## config.mk

```make
export PLATFORM = sky130hd
export DESIGN_NAME = segment_scan_display
export DESIGN_NICKNAME = d
export VERILOG_FILES = /design/src/rtl/segment_scan_display.sv
export SDC_FILE = /design/constraint.sdc
export NUM_CORES = 1
export LEC_CHECK = 0
export BUFFER_PORTS_ARGS = -buffer_cell sky130_fd_sc_hd__buf_2
export CORE_MARGIN = 10
export CORE_UTILIZATION = 61
export CTS_CLUSTER_DIAMETER = 80
export DETAILED_ROUTE_END_ITERATION = 10
export GPL_TIMING_DRIVEN = 0
export PLACE_DENSITY = 0.85
export SLEW_MARGIN = 20
export SYNTH_ARGS = -nofsm -noshare
export SYNTH_HDL_FRONTEND = slang
export SYNTH_SLANG_ARGS = --single-unit
export TNS_END_PERCENT = 20
```

## constraint.sdc

```tcl
create_clock -name clk25 -period 6.2 [get_ports clk25]
set_input_delay 0.93 -clock clk25 [delete_from_list [all_inputs] [get_ports clk25]]
set_output_delay 0.93 -clock clk25 [all_outputs]
set_load 0.03 [all_outputs]
```

## src/rtl/segment_scan_display.sv

```systemverilog
// segment_scan_display: time-multiplexed N-digit hex 7-segment driver for shared-segment boards.
// Values are latched once per frame, and digits are separated by optional dead time.
module segment_scan_display #(
  parameter int DIGITS         = 4,
  parameter int SCAN_DIV       = 6250,
  parameter int DEAD_CYCLES    = 25,
  parameter bit SEG_ACTIVE_LOW = 1'b1,
  parameter bit DIG_ACTIVE_LOW = 1'b1,
  parameter bit BLANK_LEADING  = 1'b0
) (
  input  logic                clk25,
  input  logic                rst_n,
  input  logic                latch,
  input  logic [4*DIGITS-1:0] value,
  input  logic [DIGITS-1:0]   dp_in,
  output logic [6:0]          seg_out,
  output logic                dp_out,
  output logic [DIGITS-1:0]   dig_sel,
  output logic                frame_tick
);

  localparam int CNT_MAX = (SCAN_DIV > DEAD_CYCLES) ? SCAN_DIV : DEAD_CYCLES;
  localparam int CW      = $clog2(CNT_MAX + 1);
  localparam int IW      = (DIGITS > 1) ? $clog2(DIGITS) : 1;

  localparam logic [CW-1:0] SCAN_LAST = CW'(SCAN_DIV - 1);
  localparam logic [CW-1:0] DEAD_LAST = CW'((DEAD_CYCLES > 0) ? DEAD_CYCLES - 1 : 0);
  localparam logic [IW-1:0] IDX_LAST  = IW'(DIGITS - 1);

  localparam logic [0:0] ST_DEAD  = 1'b0;
  localparam logic [0:0] ST_ON    = 1'b1;
  localparam logic [0:0] ST_FIRST = (DEAD_CYCLES > 0) ? ST_DEAD : ST_ON;

  localparam logic [6:0]        SEG_OFF = SEG_ACTIVE_LOW ? 7'h7F : 7'h00;
  localparam logic              DP_OFF  = SEG_ACTIVE_LOW;
  localparam logic [DIGITS-1:0] DIG_OFF = DIG_ACTIVE_LOW ? {DIGITS{1'b1}} : {DIGITS{1'b0}};

  if (DIGITS < 1 || DIGITS > 8 || SCAN_DIV < 1) begin : g_param_check
    $error("segment_scan_display: DIGITS must be 1..8 and SCAN_DIV at least 1");
  end

  function automatic logic [6:0] hex7(input logic [3:0] nib);
    case (nib)
      4'h0:    hex7 = 7'h3F;
      4'h1:    hex7 = 7'h06;
      4'h2:    hex7 = 7'h5B;
      4'h3:    hex7 = 7'h4F;
      4'h4:    hex7 = 7'h66;
      4'h5:    hex7 = 7'h6D;
      4'h6:    hex7 = 7'h7D;
      4'h7:    hex7 = 7'h07;
      4'h8:    hex7 = 7'h7F;
      4'h9:    hex7 = 7'h6F;
      4'hA:    hex7 = 7'h77;
      4'hB:    hex7 = 7'h7C;
      4'hC:    hex7 = 7'h39;
      4'hD:    hex7 = 7'h5E;
      4'hE:    hex7 = 7'h79;
      4'hF:    hex7 = 7'h71;
      default: hex7 = 7'h00;
    endcase
  endfunction

  logic [0:0]          state_r;
  logic [IW-1:0]       idx_r;
  logic [CW-1:0]       cnt_r;
  logic                run_r;
  logic [4*DIGITS-1:0] shadow_val_r;
  logic [DIGITS-1:0]   shadow_dp_r;
  logic [6:0]          seg_r;
  logic                dp_r;
  logic [DIGITS-1:0]   dig_r;
  logic                tick_r;

  logic [0:0]          nxt_state_s;
  logic [IW-1:0]       nxt_idx_s;
  logic [CW-1:0]       nxt_cnt_s;
  logic                frame_start_s;
  logic                load_s;
  logic [4*DIGITS-1:0] nxt_val_s;
  logic [DIGITS-1:0]   nxt_dp_s;
  logic [4*DIGITS-1:0] upper_s;
  logic [DIGITS-1:0]   dp_vec_s;
  logic [DIGITS-1:0]   onehot_s;
  logic [3:0]          nib_s;
  logic                blank_s;
  logic [6:0]          seg_lit_s;
  logic [6:0]          nxt_seg_s;
  logic                nxt_dp_out_s;
  logic [DIGITS-1:0]   nxt_dig_s;

  // Scan sequencing: the first cycle after reset release is forced to be a frame start.
  always_comb begin
    nxt_state_s   = state_r;
    nxt_idx_s     = idx_r;
    nxt_cnt_s     = cnt_r + CW'(1'b1);
    frame_start_s = 1'b0;
    if (!run_r) begin
      nxt_state_s   = ST_FIRST;
      nxt_idx_s     = {IW{1'b0}};
      nxt_cnt_s     = {CW{1'b0}};
      frame_start_s = 1'b1;
    end else begin
      case (state_r)
        ST_DEAD: begin
          if (cnt_r == DEAD_LAST) begin
            nxt_state_s = ST_ON;
            nxt_cnt_s   = {CW{1'b0}};
          end else begin
            nxt_state_s = ST_DEAD;
          end
        end
        ST_ON: begin
          if (cnt_r == SCAN_LAST) begin
            nxt_state_s = ST_FIRST;
            nxt_cnt_s   = {CW{1'b0}};
            if (idx_r == IDX_LAST) begin
              nxt_idx_s     = {IW{1'b0}};
              frame_start_s = 1'b1;
            end else begin
              nxt_idx_s = idx_r + IW'(1'b1);
            end
          end else begin
            nxt_state_s = ST_ON;
          end
        end
        default: begin
          nxt_state_s = ST_FIRST;
          nxt_idx_s   = {IW{1'b0}};
          nxt_cnt_s   = {CW{1'b0}};
        end
      endcase
    end
  end

  // Output decode from the upcoming state and shadow, so outputs can be registered without lag.
  always_comb begin
    load_s    = frame_start_s & latch;
    nxt_val_s = load_s ? value : shadow_val_r;
    nxt_dp_s  = load_s ? dp_in : shadow_dp_r;
    upper_s   = nxt_val_s >> {nxt_idx_s, 2'b00};
    nib_s     = 4'(upper_s);
    dp_vec_s  = nxt_dp_s >> nxt_idx_s;
    onehot_s  = DIGITS'(1'b1) << nxt_idx_s;
    blank_s   = BLANK_LEADING && (nxt_idx_s != {IW{1'b0}}) && (upper_s == {(4*DIGITS){1'b0}});
    seg_lit_s = blank_s ? 7'h00 : hex7(nib_s);
    if (nxt_state_s == ST_ON) begin
      nxt_seg_s    = seg_lit_s ^ {7{SEG_ACTIVE_LOW}};
      nxt_dp_out_s = dp_vec_s[0] ^ SEG_ACTIVE_LOW;
      nxt_dig_s    = onehot_s ^ {DIGITS{DIG_ACTIVE_LOW}};
    end else begin
      nxt_seg_s    = SEG_OFF;
      nxt_dp_out_s = DP_OFF;
      nxt_dig_s    = DIG_OFF;
    end
  end

  // State, shadow and output registers with synchronous active-low reset.
  always_ff @(posedge clk25) begin
    if (!rst_n) begin
      state_r      <= ST_DEAD;
      idx_r        <= {IW{1'b0}};
      cnt_r        <= {CW{1'b0}};
      run_r        <= 1'b0;
      shadow_val_r <= {(4*DIGITS){1'b0}};
      shadow_dp_r  <= {DIGITS{1'b0}};
      seg_r        <= SEG_OFF;
      dp_r         <= DP_OFF;
      dig_r        <= DIG_OFF;
      tick_r       <= 1'b0;
    end else begin
      state_r      <= nxt_state_s;
      idx_r        <= nxt_idx_s;
      cnt_r        <= nxt_cnt_s;
      run_r        <= 1'b1;
      shadow_val_r <= nxt_val_s;
      shadow_dp_r  <= nxt_dp_s;
      seg_r        <= nxt_seg_s;
      dp_r         <= nxt_dp_out_s;
      dig_r        <= nxt_dig_s;
      tick_r       <= frame_start_s;
    end
  end

  assign seg_out    = seg_r;
  assign dp_out     = dp_r;
  assign dig_sel    = dig_r;
  assign frame_tick = tick_r;

endmodule

```

**Word level (Yosys, flattened, before mapping)**

Memory sizes are Yosys's and may differ from the RTL's.
Index checks and enable logic that the tools add are counted.

- Register bits after elaboration: 50
- Latch bits: 0
- RAM bits: 0
- Bits in read-only memories: 112
- Bits of input ports: 23
- Output and inout bits: 13
- Logic and storage cells: 44
- Memories kept: 1

Memories:

| memory | words | width | read ports | clocked after memory_dff | write ports | line | RTL |
|---|---|---|---|---|---|---|---|
| (no name shown) | 16 | 7 | 1 | 0 | 0 | 43 | `case (nib)` |

- $add $sub $neg: 2
- Multipliers: 0
- Div/mod/pow operators: 0
- $lt $le $gt $ge: 0
- Equality and inequality tests: 3
- Shift-type cells: 3
- Multiplexer cells: 18
- Bitwise operators: 5
- Reductions and logical operators: 2

Operator list:

| operator | number |
|---|---|
| two-way mux 13 bit | 2 |
| case mux 13 bit (2 select lines) | 1 |
| two-way mux 16 bit | 1 |
| right shift 16 x 4 -> 4 bit | 1 |
| adder 13 x 1 -> 13 bit, second input constant | 1 |
| == test 13 bit, second input constant | 1 |
| == test 13 x 5 -> 1 bit, second input constant | 1 |
| two-way mux 1 bit | 8 |
| two-way mux 2 bit | 4 |
| NOT 7 bit | 1 |
| two-way mux 4 bit | 1 |
| NOT 4 bit | 1 |
| AND reduction 2 bit | 2 |
| << shifter 1 x 2 -> 4 bit, first input constant | 1 |
| right shift 4 x 2 -> 1 bit | 1 |
| adder 2 x 1 -> 2 bit, second input constant | 1 |
| == test 2 bit, second input constant | 1 |
| NOT 1 bit | 2 |
| case mux 1 bit (2 select lines) | 1 |
| bitwise AND 1 bit | 1 |

**Logic depth before layout (Yosys ltp)**

An unclocked memory read counts as a cell.

- Depth after elaboration: 10
- Mapped depth: 16
- Mapped depth without buffers: 13

**Least setup slack after synthesis**

No wires, ideal clock.

- Kind: reg-to-reg
- From: register cnt_r[2]
- To: register seg_r[3], in the netlist seg_out[3]
- Setup time: 0.135 ns
- Data arrival time: 3.353 ns
- Data required time: 6.065 ns
- Setup slack: 2.712 ns
- Cell stages (with the launch flop): 13
- Path buffers: 3
- Period minus slack after synthesis: 3.488 ns
- Path through: dfxtp_1 or4b_4 or4_4 buf_6 a21bo_4 buf_6 buf_2 mux2i_1 mux4_2 ha_1 nor2_1 a211oi_1 a31oi_1

- Cells in the longest elaborated chain, start to end: 9
- Elaborated cells between the ends (all ways): 18
- Those cells by class: eq/ne: 2; shift: 1; mux: 11; bitwise: 2; reduce/logical: 1; memory: 1

Ends and longest elaborated chain:

| element | line | RTL |
|---|---|---|
| start, declared | 66 | `logic [CW-1:0] cnt_r;` |
| start signal, assigned | 163 | `cnt_r <= {CW{1'b0}};` |
| start signal, assigned | 174 | `cnt_r <= nxt_cnt_s;` |
| == test 13 bit | 114 | `if (cnt_r == SCAN_LAST) begin` |
| two-way mux 1 bit | 114 |  |
| two-way mux 1 bit | 104 | `case (state_r)` |
| two-way mux 1 bit | 98 | `if (!run_r) begin` |
| bitwise AND 1 bit | 138 | `load_s = frame_start_s & latch;` |
| two-way mux 16 bit | 139 | `nxt_val_s = load_s ? value : shadow_val_r;` |
| right shift 16 x 4 -> 4 bit | 141 | `upper_s = nxt_val_s >> {nxt_idx_s, 2'b00};` |
| memory (16 x 7 bit) | - |  |
| NOT 7 bit (no line) | - |  |
| end signal, assigned | 178 | `seg_r <= nxt_seg_s;` |
| end, declared | 70 | `logic [6:0] seg_r;` |

Parallel ways exist; a longest one is shown, timed or not.
A chain may end at the register's enable or synchronous reset.

**Worst setup path in the final report**

Same ends and word-level chain as after synthesis.

==> run_results.csv <==
group,metric,value,unit
outcome,run_status,"completed",
layout,nets,338,
layout,fillCellCount,288,
clock_network,tritoncts.num_buffers,5,
detailed_routing,avgRoutedWirePerCell,14.51,µm
sta,min_period_over_period,63.42,%
detailed_routing,routed_wl,5.138,mm
yosys,syn_avg_cell_area,9.190,µm²
detailed_routing,drt_iter0_markers,97,
clock_network,cts_hold_repair.buffers,0,
yosys,synth-async-reset-ratio,0,%
yosys,synth-edff-count,0,
job,max_cap_viol_count,0,
sta,max_freq,0.2543,GHz
layout,area_growth,15.63,%
layout,layout.cells.most_common,"sky130_fd_sc_hd__dfxtp_1",
yosys,synth.net_count,297,
power_and_ir_drop,ir_drop,156.2,µV
setup_path,critical_path.endpoint_type,"register",
setup_path,timing.critical_path.fanout_max,10,
global_route,number_of_antenna_violations_at_the_first_check_in_global_routing,0,
clock_network,clk_pin_slew_worst_paths,90,ps
yosys,synth.top_cell.area_share,41.26,%
detailed_routing,route.detailed.vias_per_inst,5.579,
power_and_ir_drop,switching_portion_of_total_power,21.37,%
detailed_routing,drc,0,
clock_network,clock_sink_count,50,
floorplanning,die_h,83.07,µm
power_and_ir_drop,power_density,239.3,mW/mm²
floorplanning,floorplan.die.width,83.07,µm
yosys,synth_seq_cells,50,
global_route,globalRouteOverflowTotal,0,
sta,worst_slew_pin_slew,639.6,ps
floorplanning,floorplan.rows,22,
global_route,pin_count_of_the_biggest_net_entering_global_routing,16,
power_and_ir_drop,leakagePower,1.088,nW
layout,layout.cells.most_common_list,"sky130_fd_sc_hd__dfxtp_1 (50), sky130_fd_sc_hd__buf_2 (36), sky130_fd_sc_hd__nand2_1 (27)",
placed_design,weighted_congestion_at_the_end_of_routability_driven_global_placement,0.8600,
power_and_ir_drop,pint,527.7,µW
yosys,dominantRegCellSynth,"sky130_fd_sc_hd__dfxtp_1",
yosys,yosys_warning_total,0,
placed_design,dp.final_hpwl,3.750,mm
power_and_ir_drop,combinationalPowerShare,9.0,%
hold_path,timing.hold.worst.class,"reg -> reg",
clock_network,cts_tree,"done",
clock_network,clock_tree.root_cell,"sky130_fd_sc_hd__clkbuf_8",
setup_path,worstPathRequired,6370,ps
yosys,synth_top_cells_by_area,"sky130_fd_sc_hd__dfxtp_1 (41%), sky130_fd_sc_hd__mux2i_1 (7.8%), sky130_fd_sc_hd__nor2b_1 (5.4%), sky130_fd_sc_hd__ha_1 (5.2%), sky130_fd_sc_hd__nand2_1 (4.2%)",
floorplanning,core-area,0.003744,mm²
detailed_routing,ant_nets,0,
global_route,first_global_vias,2031,
detailed_routing,drtPass1Iterations,4,
yosys,netlist_area,0.002426,mm²
global_route,global_route_wire_length_before_repair,8.976,mm
yosys,synth_seq_area_share,41.26,%
sta,post-route-min-period,3932,ps
placed_design,io_buffers,34,
yosys,post_synth_inst_count,264,
power_and_ir_drop,p_clk_share,41.5,%
sta,whs,503.1,ps
sta,skew,9.325,ps
clock_network,postCtsSetupBuffers,0,
floorplanning,die_footprint,0.006900,mm²
sta,finalSetupViolations,0,
power_and_ir_drop,p_switching,143.4,µW
clock_network,post_cts_resized,0,
sta,setup_total_negative_slack,0,ps
sta,final-hold-violation-count,0,
sta,grt_setup_unrepaired,"false",
clock_network,htreeDepth,2,
setup_path,element_type_at_the_critical_path_start,"register",
detailed_routing,via_count,1975,
sta,finalMaxSlewViolations,0,
yosys,synth.largest_area_cell,"sky130_fd_sc_hd__dfxtp_1",
setup_path,critPathKind,"reg -> reg",
setup_path,critical_path_arrival,4100,ps
floorplanning,io-pin-count,36,
global_route,groute.usage.overall,14.72,%
clock_network,clock_tree.buffer_depth,2,
clock_network,insertion_delay,300,ps
sta,relSlewSlack,57.01,%
floorplanning,start_util,64.81,%
layout,drive_above_1_share,18.63,%
yosys,synth_cell_type_count,45,
layout,n_antenna_cell,0,
power_and_ir_drop,seqPwrFrac,49.5,%
[power by group through the flow]
| stage | registers (mW) | clock network, mW | logic [mW] |
|---|---|---|---|
| 6_report | 0.332 | 0.278 | 0.0607 |
| 4_1_cts | 0.332 | 0.284 | 0.0605 |
| 5_1_grt | 0.333 | 0.294 | 0.0679 |
| 3_3_place_gp | 0.339 | 0 | 0.0582 |
| 2_1_floorplan | 0.339 | 0 | 0.0422 |
| 3_5_place_dp | 0.340 | 0 | 0.0600 |
[flip-flops by register name, summed over array words and instances, names as in the netlist]
signal,count
shadow_val_r,16
cnt_r,13
seg_out,7
dig_sel,4
shadow_dp_r,4
idx_r,2
dp_out,1
frame_tick,1
run_r,1
state_r,1
[critical path, cell delays in order, from the launching register on]
cell,delay [ps]
sky130_fd_sc_hd__dfxtp_1,360
sky130_fd_sc_hd__or4b_4,590
sky130_fd_sc_hd__nor4_4,430
sky130_fd_sc_hd__mux2i_1,440
sky130_fd_sc_hd__clkbuf_1,410
sky130_fd_sc_hd__nor2_1,100
sky130_fd_sc_hd__a22oi_1,180
sky130_fd_sc_hd__and3_1,200
sky130_fd_sc_hd__clkbuf_1,230
sky130_fd_sc_hd__inv_1,140
sky130_fd_sc_hd__ha_1,320
sky130_fd_sc_hd__nor2_1,50
sky130_fd_sc_hd__a211oi_1,280
sky130_fd_sc_hd__a31oi_1,70
[synthesized netlist by cell type (2+ instances only)]
cell type                   number
sky130_fd_sc_hd__mux2_2          2
sky130_fd_sc_hd__buf_6           3
sky130_fd_sc_hd__xnor2_1         4
sky130_fd_sc_hd__nand4_1         4
sky130_fd_sc_hd__xor2_1          5
sky130_fd_sc_hd__and3_1          3
sky130_fd_sc_hd__a211oi_1        3
sky130_fd_sc_hd__nor4_1          2
sky130_fd_sc_hd__dfxtp_1        50
sky130_fd_sc_hd__inv_1          10
sky130_fd_sc_hd__a311oi_1        2
sky130_fd_sc_hd__o221ai_1        4
sky130_fd_sc_hd__o21ai_0         5
sky130_fd_sc_hd__a21boi_0        2
sky130_fd_sc_hd__clkbuf_1        9
sky130_fd_sc_hd__and2_1          6
sky130_fd_sc_hd__mux2i_1        19
sky130_fd_sc_hd__nand3_1         6
sky130_fd_sc_hd__nand2_1        27
sky130_fd_sc_hd__buf_2           2
sky130_fd_sc_hd__ha_1           10
sky130_fd_sc_hd__nor2_1         18
sky130_fd_sc_hd__nor2b_1        21
sky130_fd_sc_hd__a21oi_1        19
sky130_fd_sc_hd__or3_1           2
sky130_fd_sc_hd__a2111oi_0       7
[final cells by class]
cell class | count | area (µm²) | share of cell area (%)
well taps | 48 | 60.06 | 2.141
inverters | 10 | 37.54 | 1.338
plain buffers | 15 | 81.33 | 2.899
repair buffers | 34 | 170.2 | 6.066
clock inverters | 2 | 60.06 | 2.141
multi-input cells | 189 | 1313 | 46.79
flip-flops and latches | 50 | 1001 | 35.68
clock buffers | 6 | 82.58 | 2.944
[worst paths after layout]
| check | from | endpoint | slack, ps | depth (start not counted) |
|---|---|---|---|---|
| min | cnt_r[0] | cnt_r[0] | 500 | 1 |
| max reg2reg | cnt_r[2] | seg_out[3] | 2270 | 13 |
| max | cnt_r[2] | seg_out[3] | 2270 | 13 |
| min reg2reg | cnt_r[0] | cnt_r[0] | 500 | 1 |
[through the flow]
stage	utilization [%]	setup WS [ps]	instances	total power, mW	area [µm²]
2_1_floorplan	-	2712	264	0.3816	2426
3_3_place_gp	70.96	2410	346	0.3973	2656
3_5_place_dp	70.96	2357	346	0.3995	2656
4_1_cts	74.77	2286	354	0.6762	2799
5_1_grt	74.93	1971	354	0.6947	2805
6_report	74.93	2268	354	0.6712	2805
[cells by family after synthesis]
family | after synthesis | share of synthesized area, %
AO/OA/AOI/OAI | 49 | 13.72
XOR/XNOR | 9 | 3.249
adder cells (fa/ha/maj) | 10 | 5.157
buffers and inverters | 25 | 4.899
flip-flops | 50 | 41.26
multiplexers | 22 | 9.695
AND/OR/NAND/NOR | 99 | 22.02
[metal layers]
metal | wire [µm] | vias up | track usage [%]
met2 | 2548 | 45 | 25.14
met1 | 2298 | 925 | 17.10
met4 | 54 | 0 | 4.923
li1 | - | 998 | -
met3 | 236 | 7 | 4.199
met5 | 0 | - | 0
(Power assumes the default switching activity.)
